<file path="config.mk">
export PLATFORM = sky130hd
export DESIGN_NAME = vga_sync_gen
export DESIGN_NICKNAME = d
export VERILOG_FILES = /design/src/rtl/vga_sync_gen_pkg.sv /design/src/rtl/vga_delay_line.sv /design/src/rtl/vga_sync_gen.sv
export SDC_FILE = /design/constraint.sdc
export NUM_CORES = 1
export LEC_CHECK = 0
export ABC_CLOCK_PERIOD_IN_PS = 2340
export CORE_MARGIN = 3
export CORE_UTILIZATION = 48
export DETAILED_ROUTE_END_ITERATION = 16
export PLACE_DENSITY = 0.77
export SLEW_MARGIN = 10
export SYNTH_ARGS = -nofsm -noshare
export SYNTH_HDL_FRONTEND = slang
export SYNTH_HIERARCHICAL = 1
export SYNTH_SLANG_ARGS = --single-unit
</file>
<file path="constraint.sdc">
create_clock -name iVGA_CLK -period 2.34 [get_ports iVGA_CLK]
set_clock_uncertainty 0.15 [all_clocks]
set_input_delay 0.351 -clock iVGA_CLK [delete_from_list [all_inputs] [get_ports iVGA_CLK]]
set_output_delay 0.351 -clock iVGA_CLK [all_outputs]
set_load 0.1 [all_outputs]
</file>
<file path="src/rtl/vga_sync_gen_pkg.sv">
// rtl/vga_sync_gen_pkg.sv - shared 640x480@60 raster constants, sync polarity and control-bit type
package vga_sync_gen_pkg;

  localparam int VGA_H_ACTIVE = 640;
  localparam int VGA_H_FP     = 16;
  localparam int VGA_H_SYNC   = 96;
  localparam int VGA_H_BP     = 48;
  localparam int VGA_V_ACTIVE = 480;
  localparam int VGA_V_FP     = 10;
  localparam int VGA_V_SYNC   = 2;
  localparam int VGA_V_BP     = 33;

  localparam int VGA_H_TOTAL = VGA_H_ACTIVE + VGA_H_FP + VGA_H_SYNC + VGA_H_BP;
  localparam int VGA_V_TOTAL = VGA_V_ACTIVE + VGA_V_FP + VGA_V_SYNC + VGA_V_BP;

  // Both syncs are negative polarity for this mode.
  localparam logic HS_ACTIVE_LVL = 1'b0;
  localparam logic VS_ACTIVE_LVL = 1'b0;

  typedef struct packed {
    logic active;
    logic hs_n;
    logic vs_n;
  } raster_ctl_t;

  localparam raster_ctl_t CTL_IDLE = '{active: 1'b0, hs_n: ~HS_ACTIVE_LVL, vs_n: ~VS_ACTIVE_LVL};

  function automatic logic in_window(input logic [9:0] cnt, input logic [9:0] lo,
                                     input logic [9:0] hi);
    return (cnt >= lo) && (cnt < hi);
  endfunction

endpackage

</file>
<file path="src/rtl/vga_delay_line.sv">
// rtl/vga_delay_line.sv - resettable fixed-depth shift register for raster control bits
module vga_delay_line #(
  parameter int               DEPTH   = 2,
  parameter int               WIDTH   = 3,
  parameter logic [WIDTH-1:0] RST_VAL = '0
) (
  input  logic             clk,
  input  logic             reset_n,
  input  logic [WIDTH-1:0] din,
  output logic [WIDTH-1:0] dout
);

  logic [DEPTH-1:0][WIDTH-1:0] stage_q;
  logic [DEPTH-1:0][WIDTH-1:0] stage_d;

  always_comb begin
    stage_d    = '0;
    stage_d[0] = din;
    for (int i = 1; i < DEPTH; i++) begin
      stage_d[i] = stage_q[i-1];
    end
  end

  always_ff @(posedge clk) begin
    if (!reset_n) begin
      stage_q <= {DEPTH{RST_VAL}};
    end else begin
      stage_q <= stage_d;
    end
  end

  assign dout = stage_q[DEPTH-1];

endmodule

</file>
<file path="src/rtl/vga_sync_gen.sv">
// rtl/vga_sync_gen.sv - VGA raster counters, sync/blank alignment and gated colour register
// Optional build macro: VGA_TEST_BORDER_EN forces a white ring around the active area.
module vga_sync_gen
  import vga_sync_gen_pkg::*;
#(
  parameter int PIPE_LAT = 1,
  parameter int H_ACTIVE = VGA_H_ACTIVE,
  parameter int H_FP     = VGA_H_FP,
  parameter int H_SYNC   = VGA_H_SYNC,
  parameter int H_BP     = VGA_H_BP,
  parameter int V_ACTIVE = VGA_V_ACTIVE,
  parameter int V_FP     = VGA_V_FP,
  parameter int V_SYNC   = VGA_V_SYNC,
  parameter int V_BP     = VGA_V_BP
) (
  input  logic       iVGA_CLK,
  input  logic       reset_n,
  output logic [9:0] oVGA_X,
  output logic [9:0] oVGA_Y,
  input  logic       iRed,
  input  logic       iGreen,
  input  logic       iBlue,
  output logic       oVGA_R,
  output logic       oVGA_G,
  output logic       oVGA_B,
  output logic       oVGA_HS,
  output logic       oVGA_VS,
  output logic       oVGA_BLANK_N,
  output logic       oFrame_tick
);

  localparam logic [9:0] H_ACT  = 10'(H_ACTIVE);
  localparam logic [9:0] H_SS   = 10'(H_ACTIVE + H_FP);
  localparam logic [9:0] H_SE   = 10'(H_ACTIVE + H_FP + H_SYNC);
  localparam logic [9:0] H_LAST = 10'(H_ACTIVE + H_FP + H_SYNC + H_BP - 1);
  localparam logic [9:0] V_ACT  = 10'(V_ACTIVE);
  localparam logic [9:0] V_SS   = 10'(V_ACTIVE + V_FP);
  localparam logic [9:0] V_SE   = 10'(V_ACTIVE + V_FP + V_SYNC);
  localparam logic [9:0] V_LAST = 10'(V_ACTIVE + V_FP + V_SYNC + V_BP - 1);
  localparam int         CTL_W  = $bits(raster_ctl_t);

  logic [9:0]  h_cnt_q, h_cnt_d;
  logic [9:0]  v_cnt_q, v_cnt_d;
  raster_ctl_t raw_ctl;
  raster_ctl_t pipe_ctl;
  raster_ctl_t out_ctl_q, out_ctl_d;
  logic [2:0]  rgb_q, rgb_d;
  logic        force_white;

  always_comb begin
    h_cnt_d = h_cnt_q + 10'd1;
    v_cnt_d = v_cnt_q;
    if (h_cnt_q == H_LAST) begin
      h_cnt_d = '0;
      v_cnt_d = (v_cnt_q == V_LAST) ? '0 : v_cnt_q + 10'd1;
    end
  end

  always_ff @(posedge iVGA_CLK) begin
    if (!reset_n) begin
      h_cnt_q <= '0;
      v_cnt_q <= '0;
    end else begin
      h_cnt_q <= h_cnt_d;
      v_cnt_q <= v_cnt_d;
    end
  end

  always_comb begin
    raw_ctl.active = (h_cnt_q < H_ACT) && (v_cnt_q < V_ACT);
    raw_ctl.hs_n   = in_window(h_cnt_q, H_SS, H_SE) ? HS_ACTIVE_LVL : ~HS_ACTIVE_LVL;
    raw_ctl.vs_n   = in_window(v_cnt_q, V_SS, V_SE) ? VS_ACTIVE_LVL : ~VS_ACTIVE_LVL;
  end

  // PIPE_LAT stages here line control up with the renderer colour; the output
  // register below supplies the final stage shared with the colour register.
  vga_delay_line #(
    .DEPTH  (PIPE_LAT),
    .WIDTH  (CTL_W),
    .RST_VAL(CTL_IDLE)
  ) u_ctl_dly (
    .clk    (iVGA_CLK),
    .reset_n(reset_n),
    .din    (raw_ctl),
    .dout   (pipe_ctl)
  );

`ifdef VGA_TEST_BORDER_EN
  localparam logic [9:0] H_ACT_LAST = 10'(H_ACTIVE - 1);
  localparam logic [9:0] V_ACT_LAST = 10'(V_ACTIVE - 1);

  logic raw_ring;
  logic pipe_ring;

  assign raw_ring = (h_cnt_q == '0) || (h_cnt_q == H_ACT_LAST) ||
                    (v_cnt_q == '0) || (v_cnt_q == V_ACT_LAST);

  vga_delay_line #(
    .DEPTH  (PIPE_LAT),
    .WIDTH  (1),
    .RST_VAL(1'b0)
  ) u_ring_dly (
    .clk    (iVGA_CLK),
    .reset_n(reset_n),
    .din    (raw_ring),
    .dout   (pipe_ring)
  );

  assign force_white = pipe_ring & pipe_ctl.active;
`else
  assign force_white = 1'b0;
`endif

  always_comb begin
    out_ctl_d = pipe_ctl;
    rgb_d     = {iRed, iGreen, iBlue} & {3{pipe_ctl.active}};
    if (force_white) begin
      rgb_d = 3'b111;
    end
  end

  always_ff @(posedge iVGA_CLK) begin
    if (!reset_n) begin
      out_ctl_q <= CTL_IDLE;
      rgb_q     <= '0;
    end else begin
      out_ctl_q <= out_ctl_d;
      rgb_q     <= rgb_d;
    end
  end

  assign oVGA_X       = h_cnt_q;
  assign oVGA_Y       = v_cnt_q;
  assign oVGA_R       = rgb_q[2];
  assign oVGA_G       = rgb_q[1];
  assign oVGA_B       = rgb_q[0];
  assign oVGA_HS      = out_ctl_q.hs_n;
  assign oVGA_VS      = out_ctl_q.vs_n;
  assign oVGA_BLANK_N = out_ctl_q.active;
  assign oFrame_tick  = (h_cnt_q == '0) && (v_cnt_q == V_ACT);

endmodule

</file>
[Yosys cells after proc, flatten, opt, wreduce, memory -nomap -nowiden]
Cells that the tools add are included.
Cells by class
  bitwise gates (word level): 2
  $add $sub $neg: 2
  reductions and logical operators: 6
  $lt $le $gt $ge: 6
  multiplexer cells: 3
  equal/unequal tests: 3
Operators with widths (count)
  $add A10 B1 Y10 const B: 2
  $eq A10 B10 Y1 const B: 2
  $lt A10 B10 Y1 const B: 2
  $lt A10 B9 Y1 const B: 2
  $eq A10 B9 Y1 const B: 1
  $ge A10 B10 Y1 const B: 1
  $ge A10 B9 Y1 const B: 1
  $logic_not A10 Y1: 1
  $mux W10: 1
  $logic_and A1 B1 Y1: 4
  $and A3 B3 Y3: 1
  $mux W1: 2
  $reduce_or A2 Y1: 1
  $not A1 Y1: 1
Storage, ports and cells
  word-level logic and storage cells: 29
  output and inout bits: 27
  bits in registers: 29
  input bits: 5

[Depth between registers and ports, before layout]
Gate-level depths: netlist (run 1).
  word-level depth: 3
  gate-level depth with buffers: 7
  mapped depth without buffers: 6

[Hierarchy]
Netlist (run 1), hierarchy kept.
Modules (own cells, without submodules)
  vga_sync_gen: seq. area each 520.5 um2, instances 1, area an instance 1226.2 um2, cells an instance 141
  vga_delay_line: seq. area each 60.1 um2, instances 1, area an instance 78.8 um2, cells an instance 6

[Worst setup path before layout (run 1)]
OpenSTA, ideal clock, no wires.
  path kind: reg2out
  from: register v_cnt_q[3] (netlist: oVGA_Y[3])
  to: output port oFrame_tick
  slack: -0.713 ns
  stages on the path, launching flop included: 5
  data arrival time: 2.552 ns
  required time: 1.839 ns
  buffers on the path: 1
  path through: dfxtp_1 -> clkbuf_1 -> or4b_2 -> nor4_1 -> and3_1
Between the ends
  cells in the longest elaborated chain, start to end: 2
Ends and longest elaborated chain
  start, declared: line vga_sync_gen.sv:43  | logic [9:0] v_cnt_q, v_cnt_d;
  start signal, assigned: line vga_sync_gen.sv:65  | v_cnt_q <= v_cnt_d;
  $eq A10 B9 Y1: line vga_sync_gen.sv:140  | assign oFrame_tick = (h_cnt_q == '0) && (v_cnt_q == V_ACT);
  $logic_and A1 B1 Y1: line vga_sync_gen.sv:140
  end, declared: line vga_sync_gen.sv:29  | output logic oFrame_tick
No other way between the ends.

[Worst setup path in the final report (run 1)]
  from: register h_cnt_q[1] (netlist: oVGA_X[1])
  to: output port oFrame_tick
Between the ends
  cells in the longest elaborated chain, start to end: 2
Ends and longest elaborated chain
  start, declared: line vga_sync_gen.sv:42  | logic [9:0] h_cnt_q, h_cnt_d;
  start signal, assigned: line vga_sync_gen.sv:64  | h_cnt_q <= h_cnt_d;
  $logic_not A10 Y1: line vga_sync_gen.sv:140
  $logic_and A1 B1 Y1: line vga_sync_gen.sv:140
No other way between the ends.

==> results of run 1 <==
power breakdown:
part	switching, W	internal, W	leakage [nW]	total (W)
combinational	0.0000820	0.0000368	0.392	0.000119
clock	0.000170	0.000114	0.0320	0.000284
sequential	0.00000757	0.000500	0.246	0.000507
total	0.000260	0.000651	0.670	0.000910
area by class of cell:
class	instances	area (um^2)	share of cell area, %
repair buffers	38	307.8	17.75
multi-input cells	105	699.4	40.33
inverters	5	23.77	1.371
well taps	30	37.54	2.165
clock buffers	6	41.29	2.381
flip-flops and latches	29	614.3	35.43
clock inverters	2	10.01	0.5772
synthesized netlist by cell type:
library cell / number / share of area [%]
nor4_1: 6 / 2.9
or3b_1: 1 / 0.67
nor4bb_1: 1 / 0.77
inv_1: 5 / 1.4
and4_1: 1 / 0.67
nand3b_1: 1 / 0.58
nor3_1: 3 / 1.2
or4b_2: 1 / 0.77
nor3b_1: 1 / 0.58
and3b_1: 1 / 0.67
and3_1: 5 / 2.4
or4_1: 2 / 1.2
nand2b_1: 5 / 2.4
and2_1: 5 / 2.4
or2_0: 1 / 0.48
a21oi_1: 3 / 1.2
or3_1: 4 / 1.9
dfxtp_1: 29 / 44
clkbuf_1: 3 / 0.86
o21ai_0: 6 / 2.3
nand4bb_1: 1 / 0.86
nor2b_1: 1 / 0.48
buf_2: 4 / 1.5
nand2_1: 8 / 2.3
nor2_1: 11 / 3.2
xnor2_1: 10 / 6.7
buf_6: 1 / 0.86
o31ai_1: 1 / 0.58
o21ai_1: 1 / 0.38
nand3_1: 11 / 4.2
xor2_1: 3 / 2.0
nand4_1: 7 / 3.4
ha_1: 4 / 3.8
kinds of logic after synthesis:
logic type | Yosys count | share of synthesized area, %
AO/OA/AOI/OAI | 11 | 4.410
XOR/XNOR | 13 | 8.725
adder cells (fa/ha/maj) | 4 | 3.835
buffers and inverters | 13 | 4.698
flip-flops | 29 | 44.49
AND/OR/NAND/NOR | 77 | 33.85
cell usage in the layout, fill, tap and decap left out, types with 2 or more instances in the layout:
cell type        instances
a21oi_1                  3
and2_1                   5
and3_1                   4
buf_4                   33
clkbuf_4                 5
clkdlybuf4s50_1          4
clkinv_2                 2
dfxtp_1                 10
dfxtp_2                 15
dfxtp_4                  4
ha_1                     3
inv_1                    3
inv_4                    2
nand2_1                  8
nand2b_1                 5
nand3_1                 11
nand4_1                  7
nor2_1                  11
nor3_1                   3
nor4_1                   5
o21ai_0                  6
or3_1                    4
or4_1                    2
xnor2_1                 10
xor2_1                   3
per-layer routing:
layer	up-vias	routed length (um)
met4	0	63
met3	6	220
met1	554	1350
met2	44	1526
met5	-	0
li1	589	-
repair_timing:
item                       CTS  global route
setup endpoints to repair    1             1
hold buffers                 0             0
buffers inserted             2             0
pin swaps                    1             2
gates resized for setup      3             6
stage by stage:
| step | total power (W) | TNS (ns) | instances | worst slack [ns] |
|---|---|---|---|---|
| 6_report | 0.0009104 | -0.06391 | 215 | -0.06391 |
| 5_1_grt | 0.0009565 | -0.1211 | 215 | -0.1211 |
| 4_1_cts | 0.0009119 | -0.09563 | 215 | -0.09563 |
| 3_5_place_dp | 0.0006211 | 0 | 205 | 0.1104 |
| 3_3_place_gp | 0.0006179 | 0 | 205 | 0.1714 |
| 2_1_floorplan | 0.0005915 | -0.04373 | 147 | -0.04373 |
registers in the layout (all words and copies together) (netlist names):
signal,cells
oVGA_BLANK_N,1
rgb_q,3
oVGA_VS,1
oVGA_Y,10
oVGA_HS,1
u_ctl_dly/dout,3
oVGA_X,10
worst paths after layout:
check	depth (start not counted)	from	endpoint
max	6	oVGA_X[1]	oFrame_tick
min	1	u_ctl_dly/dout[0]	oVGA_VS
max reg2reg	6	oVGA_X[0]	oVGA_Y[7]
min reg2reg	1	u_ctl_dly/dout[0]	oVGA_VS
==> summary.txt, run 1 <==
Yosys
  • Yosys warnings: 6
  • Unique masters post-synth: 33
  • Post-Syn Area: 0.001305 mm^2
  • Synthesized flop and latch total: 29
  • Sequential share of the synthesized area: 44.49%
  • Cell count after synthesis: 147
  • Avg Cell Area, Syn: 8.878 um^2
  • Syn_nets: 156

Floorplanning
  • Initial Util: 51.74%
  • I/O pin count: 32
  • Die area: 0.003380 mm^2
  • Rows: 18
  • Die width: 58.14 um
  • Placeable Area: 0.002522 mm^2
  • Die H: 58.14 um

Global route
  • Met1 Track Usage GR: 23.60%
  • GRT Max-Usage Layer: met2
  • Global-route wire length before repair: 5.064 mm
  • Total GRT Usage: 20.03%
  • Vias in the first global route: 1088
  • Largest net degree at the start of global routing: 11
  • Global route total overflow: 0
  • Met2 Usage GRT: 33.39%
  • Initial antenna violation count: 0
  • Grt met3 use: 6.682%

Layout
  • Finished Core Util: 68.75%
  • # diodes: 0
  • Synth-to-layout area growth: 32.89%
  • Cell area after layout: 0.001734 mm^2
  • Fillers: 210
  • Final nets: 193
  • Share of layout cells above drive strength 1: 35.68%

Timing
  • Fmax: 0.4160 GHz
  • Worst Slack Setup Final: -0.06391 ns
  • Min Tclk post-route: 2.404 ns
  • Worst-margin pin slew: 0.5419 ns
  • Slew Limit Fails: 0
  • WHS: 0.2629 ns
  • RSZ-0062 raised after global routing: yes
  • Final hold viol count: 0
  • Endpoints failing setup: 1
  • Relative slew slack: 63.54%
  • Final period util: 102.7%

Routing
  • Iteration-0 DRC Markers: 40
  • DR DRC count: 0
  • DRT Pass-1 Iters: 4
  • Avg WL per Cell: 14.70 um
  • Routed wire length: 3.160 mm
  • Vias: 1193
  • DR vias/cell: 5.549
  • DRT antenna net count: 0

Critical path
  • Kind of end point of the critical path: output pin
  • Slowest stage cell, crit path: or4b_4
  • CP bufs+invs: 2
  • Worst path cell trace: inv_4 -> ha_4 -> or4b_4 -> nor4_4 -> and3_4 -> buf_12
  • Slowest stage delay, CP: 0.47 ns
  • CP required: 1.84 ns
  • CP Class: reg2out
  • Reg-to-reg setup timing slack: 0.14 ns
  • Crit path launch type: register
  • Delay-heaviest family, CP: simple AND/OR/NAND/NOR gates
  • Crit path DAT: 1.90 ns
  • CP max FO: 2

Clocking
  • Clk sinks: 29
  • Clk slew on worst S/H paths: 0.09 ns
  • # H-tree levels: 2
  • CTS tree: yes
  • Root buffer cell: clkbuf_4
  • Clk Latency, worst-skew pair: 0.33 ns
  • Clock buffer depth: 2
  • Num CTS Buffers: 5

Place
  • Routability congestion estimate: 0.8237
  • IO Port Bufs: 31
  • Cell Area, Placed: 0.001632 mm^2
  • Dpl hpwl: 2.200 mm

Outcome
  • Status: finished, violations left
  • Failing checks: setup timing

Power and ir drop
  • Total power density per cell area: 525.0 mW/mm^2
  • P_leak: 0.6700 nW
  • Largest vdd supply drop: 0.0004718 V

Flow run
  • Max_cap viols: 0

Hold path
  • Tightest Hold Check Type: reg2reg
Note: power is estimated with default switching activity, not from simulation.
==> run 2, diff against run 1 <==
--- a/config.mk
+++ b/config.mk
@@ -8,6 +8,7 @@
 export ABC_CLOCK_PERIOD_IN_PS = 2340
 export CORE_MARGIN = 3
 export CORE_UTILIZATION = 48
+export CTS_CLUSTER_DIAMETER = 60
 export DETAILED_ROUTE_END_ITERATION = 16
 export PLACE_DENSITY = 0.77
 export SLEW_MARGIN = 10
==> results of run 2 <==
No change in the layout: final DEF, timing and power equal those of run 1.
